`src/rtl/keypad_pkg.sv`:
```
// Shared types, key map and encode helpers for the 4x4 hex keypad scanner.
// Key map index is {row, column}.
package keypad_pkg;

  typedef enum logic [1:0] {
    SCAN     = 2'd0,
    DEBOUNCE = 2'd1,
    HOLD     = 2'd2
  } state_t;

  localparam logic [3:0] COL_RESET = 4'b1110;

  // Entry 0 is row0/col0; rows read 1 2 3 A / 4 5 6 B / 7 8 9 C / E 0 F D.
  localparam logic [15:0][3:0] KEY_MAP = {
    4'hD, 4'hF, 4'h0, 4'hE,
    4'hC, 4'h9, 4'h8, 4'h7,
    4'hB, 4'h6, 4'h5, 4'h4,
    4'hA, 4'h3, 4'h2, 4'h1
  };

  function automatic logic [1:0] col_index(input logic [3:0] col);
    case (col)
      4'b1110: col_index = 2'd0;
      4'b1101: col_index = 2'd1;
      4'b1011: col_index = 2'd2;
      4'b0111: col_index = 2'd3;
      default: col_index = 2'd0;
    endcase
  endfunction

  // Lowest low row wins when several rows are pulled down together.
  function automatic logic [3:0] key_code(input logic [3:0] rows, input logic [3:0] col);
    logic [1:0] row_idx;
    if (!rows[0]) begin
      row_idx = 2'd0;
    end else if (!rows[1]) begin
      row_idx = 2'd1;
    end else if (!rows[2]) begin
      row_idx = 2'd2;
    end else begin
      row_idx = 2'd3;
    end
    key_code = KEY_MAP[{row_idx, col_index(col)}];
  endfunction

endpackage

```
`src/rtl/sync_2ff.sv`:
```
// Two-flop synchronizer for asynchronous inputs; resets to all-ones so
// idle active-low lines read as released.
module sync_2ff #(
  parameter int W = 4
) (
  input  logic         clk,
  input  logic         rst,
  input  logic [W-1:0] i_d,
  output logic [W-1:0] o_q
);

  logic [W-1:0] r_meta;
  logic [W-1:0] r_sync;

  // Metastability-resolving flop pair.
  always_ff @(posedge clk or negedge rst) begin
    if (!rst) begin
      r_meta <= '1;
      r_sync <= '1;
    end else begin
      r_meta <= i_d;
      r_sync <= r_meta;
    end
  end

  assign o_q = r_sync;

endmodule

```
`src/rtl/keypad_scanner.sv`:
```
// 4x4 keypad scanner: strobes one column per slot, debounces presses and
// releases, and emits one tecla_valida pulse per accepted key.
import keypad_pkg::*;

module keypad_scanner #(
  parameter int SCAN_TICKS     = 27000,
  parameter int DEBOUNCE_SCANS = 10
) (
  input  logic       clk,
  input  logic       rst,
  input  logic [3:0] fil,
  output logic [3:0] col,
  output logic [3:0] tecla,
  output logic       tecla_valida,
  output logic       tecla_presionada
);

  localparam int PW = (SCAN_TICKS > 1) ? $clog2(SCAN_TICKS) : 1;
  localparam int CW = $clog2(DEBOUNCE_SCANS + 1);

  state_t        r_state;
  state_t        w_state_nxt;
  logic [PW-1:0] r_presc;
  logic [CW-1:0] r_cnt;
  logic [CW-1:0] w_cnt_nxt;
  logic [3:0]    r_col;
  logic [3:0]    w_col_nxt;
  logic [3:0]    r_cand;
  logic [3:0]    w_cand_nxt;
  logic [3:0]    r_tecla;
  logic [3:0]    w_tecla_nxt;
  logic          r_valid;
  logic          w_valid_nxt;
  logic          r_pressed;
  logic          w_pressed_nxt;
  logic [3:0]    w_fil;
  logic          w_tick;
  logic [3:0]    w_col_rot;

  sync_2ff #(.W(4)) u_fil_sync (
    .clk (clk),
    .rst (rst),
    .i_d (fil),
    .o_q (w_fil)
  );

  assign w_tick    = (r_presc == PW'(SCAN_TICKS - 1));
  assign w_col_rot = {r_col[2:0], r_col[3]};

  // State register.
  always_ff @(posedge clk or negedge rst) begin
    if (!rst) begin
      r_state <= SCAN;
    end else begin
      r_state <= w_state_nxt;
    end
  end

  // Next-state and datapath decisions, all taken on the end-of-slot tick.
  always_comb begin
    w_state_nxt = r_state;
    w_col_nxt   = r_col;
    w_cnt_nxt   = r_cnt;
    w_cand_nxt  = r_cand;
    w_tecla_nxt = r_tecla;
    w_valid_nxt = 1'b0;
    if (w_tick) begin
      case (r_state)
        SCAN: begin
          if (w_fil != 4'hF) begin
            w_cand_nxt = w_fil;
            if (DEBOUNCE_SCANS == 1) begin
              w_tecla_nxt = key_code(w_fil, r_col);
              w_valid_nxt = 1'b1;
              w_cnt_nxt   = '0;
              w_state_nxt = HOLD;
            end else begin
              w_cnt_nxt   = CW'(1);
              w_state_nxt = DEBOUNCE;
            end
          end else begin
            w_col_nxt = w_col_rot;
          end
        end
        DEBOUNCE: begin
          if (w_fil == r_cand) begin
            if (r_cnt == CW'(DEBOUNCE_SCANS - 1)) begin
              w_tecla_nxt = key_code(r_cand, r_col);
              w_valid_nxt = 1'b1;
              w_cnt_nxt   = '0;
              w_state_nxt = HOLD;
            end else begin
              w_cnt_nxt = r_cnt + CW'(1);
            end
          end else begin
            w_cnt_nxt   = '0;
            w_col_nxt   = w_col_rot;
            w_state_nxt = SCAN;
          end
        end
        HOLD: begin
          // Only a fully released matrix counts toward release; extra keys reset it.
          if (w_fil == 4'hF) begin
            if (r_cnt == CW'(DEBOUNCE_SCANS - 1)) begin
              w_cnt_nxt   = '0;
              w_col_nxt   = w_col_rot;
              w_state_nxt = SCAN;
            end else begin
              w_cnt_nxt = r_cnt + CW'(1);
            end
          end else begin
            w_cnt_nxt = '0;
          end
        end
        default: begin
          w_cnt_nxt   = '0;
          w_col_nxt   = COL_RESET;
          w_state_nxt = SCAN;
        end
      endcase
    end else begin
      w_valid_nxt = 1'b0;
    end
    w_pressed_nxt = (w_state_nxt == HOLD) ||
                    ((w_state_nxt == DEBOUNCE) && (w_cnt_nxt > CW'(1)));
  end

  // Prescaler, scan datapath and registered outputs.
  always_ff @(posedge clk or negedge rst) begin
    if (!rst) begin
      r_presc   <= '0;
      r_cnt     <= '0;
      r_col     <= COL_RESET;
      r_cand    <= 4'hF;
      r_tecla   <= 4'h0;
      r_valid   <= 1'b0;
      r_pressed <= 1'b0;
    end else begin
      r_presc   <= w_tick ? '0 : r_presc + PW'(1);
      r_cnt     <= w_cnt_nxt;
      r_col     <= w_col_nxt;
      r_cand    <= w_cand_nxt;
      r_tecla   <= w_tecla_nxt;
      r_valid   <= w_valid_nxt;
      r_pressed <= w_pressed_nxt;
    end
  end

  assign col              = r_col;
  assign tecla            = r_tecla;
  assign tecla_valida     = r_valid;
  assign tecla_presionada = r_pressed;

endmodule

```
`config.mk`:
```
export PLATFORM = sky130hd
export DESIGN_NAME = keypad_scanner
export DESIGN_NICKNAME = d
export VERILOG_FILES = /design/src/rtl/keypad_pkg.sv /design/src/rtl/sync_2ff.sv /design/src/rtl/keypad_scanner.sv
export SDC_FILE = /design/constraint.sdc
export NUM_CORES = 1
export LEC_CHECK = 0
export CORE_MARGIN = 2
export CORE_UTILIZATION = 33
export DETAILED_ROUTE_END_ITERATION = 6
export PLACE_DENSITY = 0.51
export SYNTH_ARGS = -nofsm -noshare
export SYNTH_HDL_FRONTEND = slang
export SYNTH_SLANG_ARGS = --single-unit
```
`constraint.sdc`:
```
create_clock -name clk -period 3.05 [get_ports clk]
set_input_delay 0.305 -clock clk [delete_from_list [all_inputs] [get_ports clk]]
set_output_delay 0.305 -clock clk [all_outputs]
set_load 0.01 [all_outputs]
```
---- Word level (Yosys, flattened, before mapping) ----
Memories as Yosys holds them, arrays and structs flattened. A register that Yosys moved wholly into a read port is not among the register bits.
Cells that the tools add are included.
storage, ports and cells
  register bits ........................... 39
  bits in read-only memories .............. 64
  input port bits ......................... 6
  output and inout bits ................... 10
  memories kept ........................... 1
cells by class
  $add $sub $neg .......................... 2
  magnitude comparators ................... 1
  equality and inequality tests ........... 16
  mux-type cells .......................... 35
  reductions and logical operators ........ 7
memories
  memory            words  bits a word  rd ports  clocked after memory_dff  wr ports  line              text
  (name not given)  16     4            1         1                         0         keypad_pkg.sv:43  key_code = KEY_MAP[{row_idx, col_index(col)}];
operator list
  kind                                                                    count
  4-bit two-way mux                                                       9
  2-bit two-way mux                                                       16
  4-bit one-hot mux with 3 select lines                                   2
  4-bit equality test (second input constant)                             4
  15-bit by 1-bit adder with 15-bit output (second input constant)        1
  15-bit equality test (second input constant)                            1
  15-bit two-way mux                                                      1
  2-bit one-hot mux with 3 select lines                                   2
  2-bit != test (second input constant)                                   4
  1-bit two-way mux                                                       5
  5-bit AND reduction                                                     1
  4-bit by 1-bit adder with 4-bit output (second input constant)          1
  2-bit by 1-bit equality test with 1-bit output (second input constant)  2
  2-bit equality test (second input constant)                             2
  4-bit by 3-bit equality test with 1-bit output (second input constant)  1
  4-bit equality test                                                     1
  4-bit by 1-bit > comparator with 1-bit output (second input constant)   1
  4-bit != test (second input constant)                                   1
  4-bit AND reduction                                                     1
  3-bit AND reduction                                                     1
  2-bit logical NOT                                                       1
  1-bit logical AND                                                       1
  1-bit logical NOT                                                       1
  1-bit logical OR                                                        1

---- Depth between registers and ports, before layout ----
  depth after elaboration ................. 8
  mapped depth ............................ 9
  mapped depth without buffers ............ 9

---- Cells and area by module ----
Synthesis repeated with hierarchy kept, for this count alone.
unflattened totals
  cell total of the unflattened synthesis .. 217
  area, all modules ....................... 2168.3 um^2
modules (own cells, without submodules)
  module          instances  cells an instance  area each (um^2)
  keypad_scanner  1          209                1958.1
  sync_2ff        1          8                  210.2

---- Least setup slack after synthesis ----
No wires, ideal clock.
  path kind ............................... flip-flop to flip-flop
  start ................................... reg r_presc[3]
  end ..................................... reg r_tecla[1], in the netlist tecla[1]
  setup time .............................. 0.125 ns
  data arrival time ....................... 2.245 ns
  setup slack ............................. 0.681 ns
  cell stages (with the launch flop) ...... 6
  path buffers ............................ 1
  period minus slack after synthesis ...... 2.369 ns
  cells stage by stage .................... dfrtp_1 or4b_1 or4_1 clkbuf_1 nor3_4 mux2_2
between the ends
  word-level cells in the longest chain between the ends .. 2
ends and longest elaborated chain
  element                        line                   text
  start, declared                keypad_scanner.sv:23   logic [PW-1:0] r_presc;
  start signal, assigned         keypad_scanner.sv:139  r_presc <= w_tick ? '0 : r_presc + PW'(1);
  15-bit equality test           keypad_scanner.sv:47   assign w_tick = (r_presc == PW'(SCAN_TICKS - 1));
  4-bit AND reduction (no line)  -
  end, declared                  keypad_scanner.sv:30   logic [3:0] r_tecla;
Every way passes these cells.
A chain may end at the register's enable or synchronous reset.

---- Worst setup path after layout ----
Same ends and word-level chain as after synthesis.

==> results.yml <==
run_status:
  status: "finished clean"
drt:
  routedWlPerCell_um: 13.4
  totalWireLength_um: 4190
  first_iter_violations: 40
  drtAntennaViolNets: 0
  num_vias: 1588
  drcViolationCount: 0
  via_per_inst: 5.09
  drtPass1Iterations: 4
worst_setup_path:
  timing.rr.start: "r_presc[3]"
  cp-end-kind: "register"
  timing.rr.end: "tecla[1]"
  cp_top_family: "simple AND/OR/NAND/NOR gates"
  crit_chain: "or4b_1 > or4_1 > nor3_4 > mux2_2"
  start_kind: "register"
  cp.arrival_ns: 2.74
  slowest_delay_ns: 0.70
  cp_max_fo: 7
  criticalPathCategory: "register to register"
  rrSetupSlack_ns: 0.50
  critPathLaunch: "r_presc[3]"
  critical_path_buf_inv_count: 0
  r2r_cells: 4
  required_ns: 3.24
  cp_slowest_cell: "or4_1"
cts:
  cts_setup_buffers: 0
  clkLatencyLatePin_ns: 0.30
  ctsHoldBuffers: 0
  cts.htree.levels: 2
  clk_pin_slew_ns: 0.09
  cts_root_buf: "clkbuf_8"
  cts_tree: "yes"
  clkSinkCount: 43
  cts-resized-gates: 0
  numCtsBuffers: 5
  cts_buffer_depth: 2
synth:
  synth_edf_count: 0
  avgSynthCellArea_um2: 10.3
  netlist_area_mm2: 0.00224
  syn-num-nets: 229
  yosysSeqAreaShare_pct: 48.8
  ys.flop_type: "dfrtp_1"
  yosys_warnings: 0
  synth-seq-cells: 43
  synth_cells: 217
  synthDistinctLibCells: 47
  async_flop_share_pct: 100
timing:
  drv_slew: 0
  rsz0062_at_grt: "false"
  hold_viol_final: 0
  fin_ws_ns: 0.502
  setup_viol: 0
  clock-skew-final_ns: 0.00534
  relSlewSlack_pct: 38.0
  fin_crit_ns: 2.55
  tns_ns: 0
  fmax_mhz: 393
  worst_slew_pin_slew_ns: 0.930
  timing.final.crit_share_pct: 83.5
layout:
  final_common_cell: "dfrtp_1"
  final.fill_count: 678
  nNetsFinal: 243
  synthToLayoutAreaGrowth_pct: 15.2
  fin_area_mm2: 0.00258
  final_util_pct: 38.7
  mostFrequentLayoutCells: "dfrtp_1 (28), nor2_1 (26), a21oi_1 (15), dfstp_2 (15), clkdlybuf4s50_1 (14)"
  fin_cells: 312
  drive_gt1_share_pct: 15.5
  antenna_cells: 0
placement:
  dp.cells: 304
  port_buffers: 15
  placedInstanceArea_mm2: 0.00247
  pre_cts_slack_ns: 0.499
  routabilityCongestion: 0.733
  hpwl_um: 2980
run:
  cap_violations: 0
die:
  die_h_um: 86.5
  die_x_um: 86.5
  core_mm2: 0.00668
  num_io_pins: 16
  dieArea_mm2: 0.00747
  row_count: 30
  initial_core_util_pct: 33.6
global_routing:
  grt_pass1_vias: 1645
  grt_max_degree: 44
  grt_overflow_total: 0
  grt_pass1_wl_um: 7710
  antenna_found_initial: 0
  grt.total_usage_pct: 13.0
worst_hold_path:
  worstHoldPathType: "input port to async pin"
power:
  p_leak_nw: 1.07
  powerDensity_mw_per_mm2: 406
  vdd_drop_max_uv: 156
## final cells by class
cell class	instances	area, um2	area share [%]
repair buffers	17	160	6.20
inverters	6	22.5	0.872
well taps	80	100	3.87
clock buffers	5	68.8	2.66
multi-input cells	158	1090	42.3
flip-flops and latches	43	1090	42.4
clock inverters	3	43.8	1.69
## cells in the mapped netlist, types with 2 or more instances
cell      count  area [um2]
nor2b_1       5        31.3
xnor2_1       5        43.8
nand3_1       9        45.0
o21ai_0      10        50.1
mux2_2        4        45.0
a22o_1        3        26.3
nor3_1        3        15.0
and2_1        3        18.8
nor2_1       26        97.6
nand2b_1      6        37.5
ha_1          6        75.1
a21oi_1      15        75.1
and4_1        2        17.5
a21boi_0      2        15.0
dfstp_2      15         394
dfrtp_1      28         701
clkbuf_1      9        33.8
inv_1         6        22.5
nand4b_1      2        17.5
nand4_1       6        37.5
xor2_1       12         105
a31oi_1       3        18.8
nand2_1      12        45.0
and3_1        2        12.5
## how the worst max path moves through the flow
stage / end / slack, ns / depth (start not counted)
6_report: tecla[1] / 0.50 / 4
5_1_grt: tecla[1] / 0.43 / 4
4_1_cts: tecla[1] / 0.49 / 4
3_5_place_dp: tecla[1] / 0.50 / 4
3_3_place_gp: tecla[1] / 0.54 / 4
2_1_floorplan: tecla[1] / 0.68 / 5
## layer usage
metal  track usage (%)  part of all wire, %  vias up
met5                 0                    0        -
met3              3.52                  2.5        4
li1                  -                    -      797
met4              3.84                  1.1        0
met2              21.7                   48       14
met1              16.6                   48      773
## cell families after synthesis
kind of cell / after synthesis / share of synthesized area (%)
compound gates: 49 / 16.8
simple gates: 81 / 19.1
fa+ha+maj: 6 / 3.35
xor+xnor: 17 / 6.64
flops: 43 / 48.8
buf+inv: 16 / 2.84
mux: 5 / 2.45
## flip-flops by register name, indices dropped and copies added, names as in the netlist
| signal | cells |
|---|---|
| col | 4 |
| u_fil_sync.r_meta | 4 |
| r_presc | 15 |
| tecla_valida | 1 |
| tecla_presionada | 1 |
| r_cand | 4 |
| r_state | 2 |
| u_fil_sync.o_q | 4 |
| r_cnt | 4 |
| tecla | 4 |
## where the power goes
group	internal, W	leakage [nW]	switching, W	total [W]
logic	0.00000692	0.476	0.0000133	0.0000202
registers	0.000580	0.533	0.00000434	0.000584
clock network	0.000244	0.0581	0.000200	0.000444
## stage by stage
step	hold WS [ns]	total power (W)
2_1_floorplan	0.00941	0.000597
3_3_place_gp	0.346	0.000617
3_5_place_dp	0.348	0.000617
4_1_cts	0.180	0.00107
5_1_grt	0.222	0.00110
6_report	0.129	0.00105
## worst register-to-register path: stages, from the launching register on
cell and delay, ns:
dfrtp_1 0.41, or4b_1 0.59, or4_1 0.70, nor3_4 0.37
mux2_2 0.37
Power figures use the tool's default switching activity.
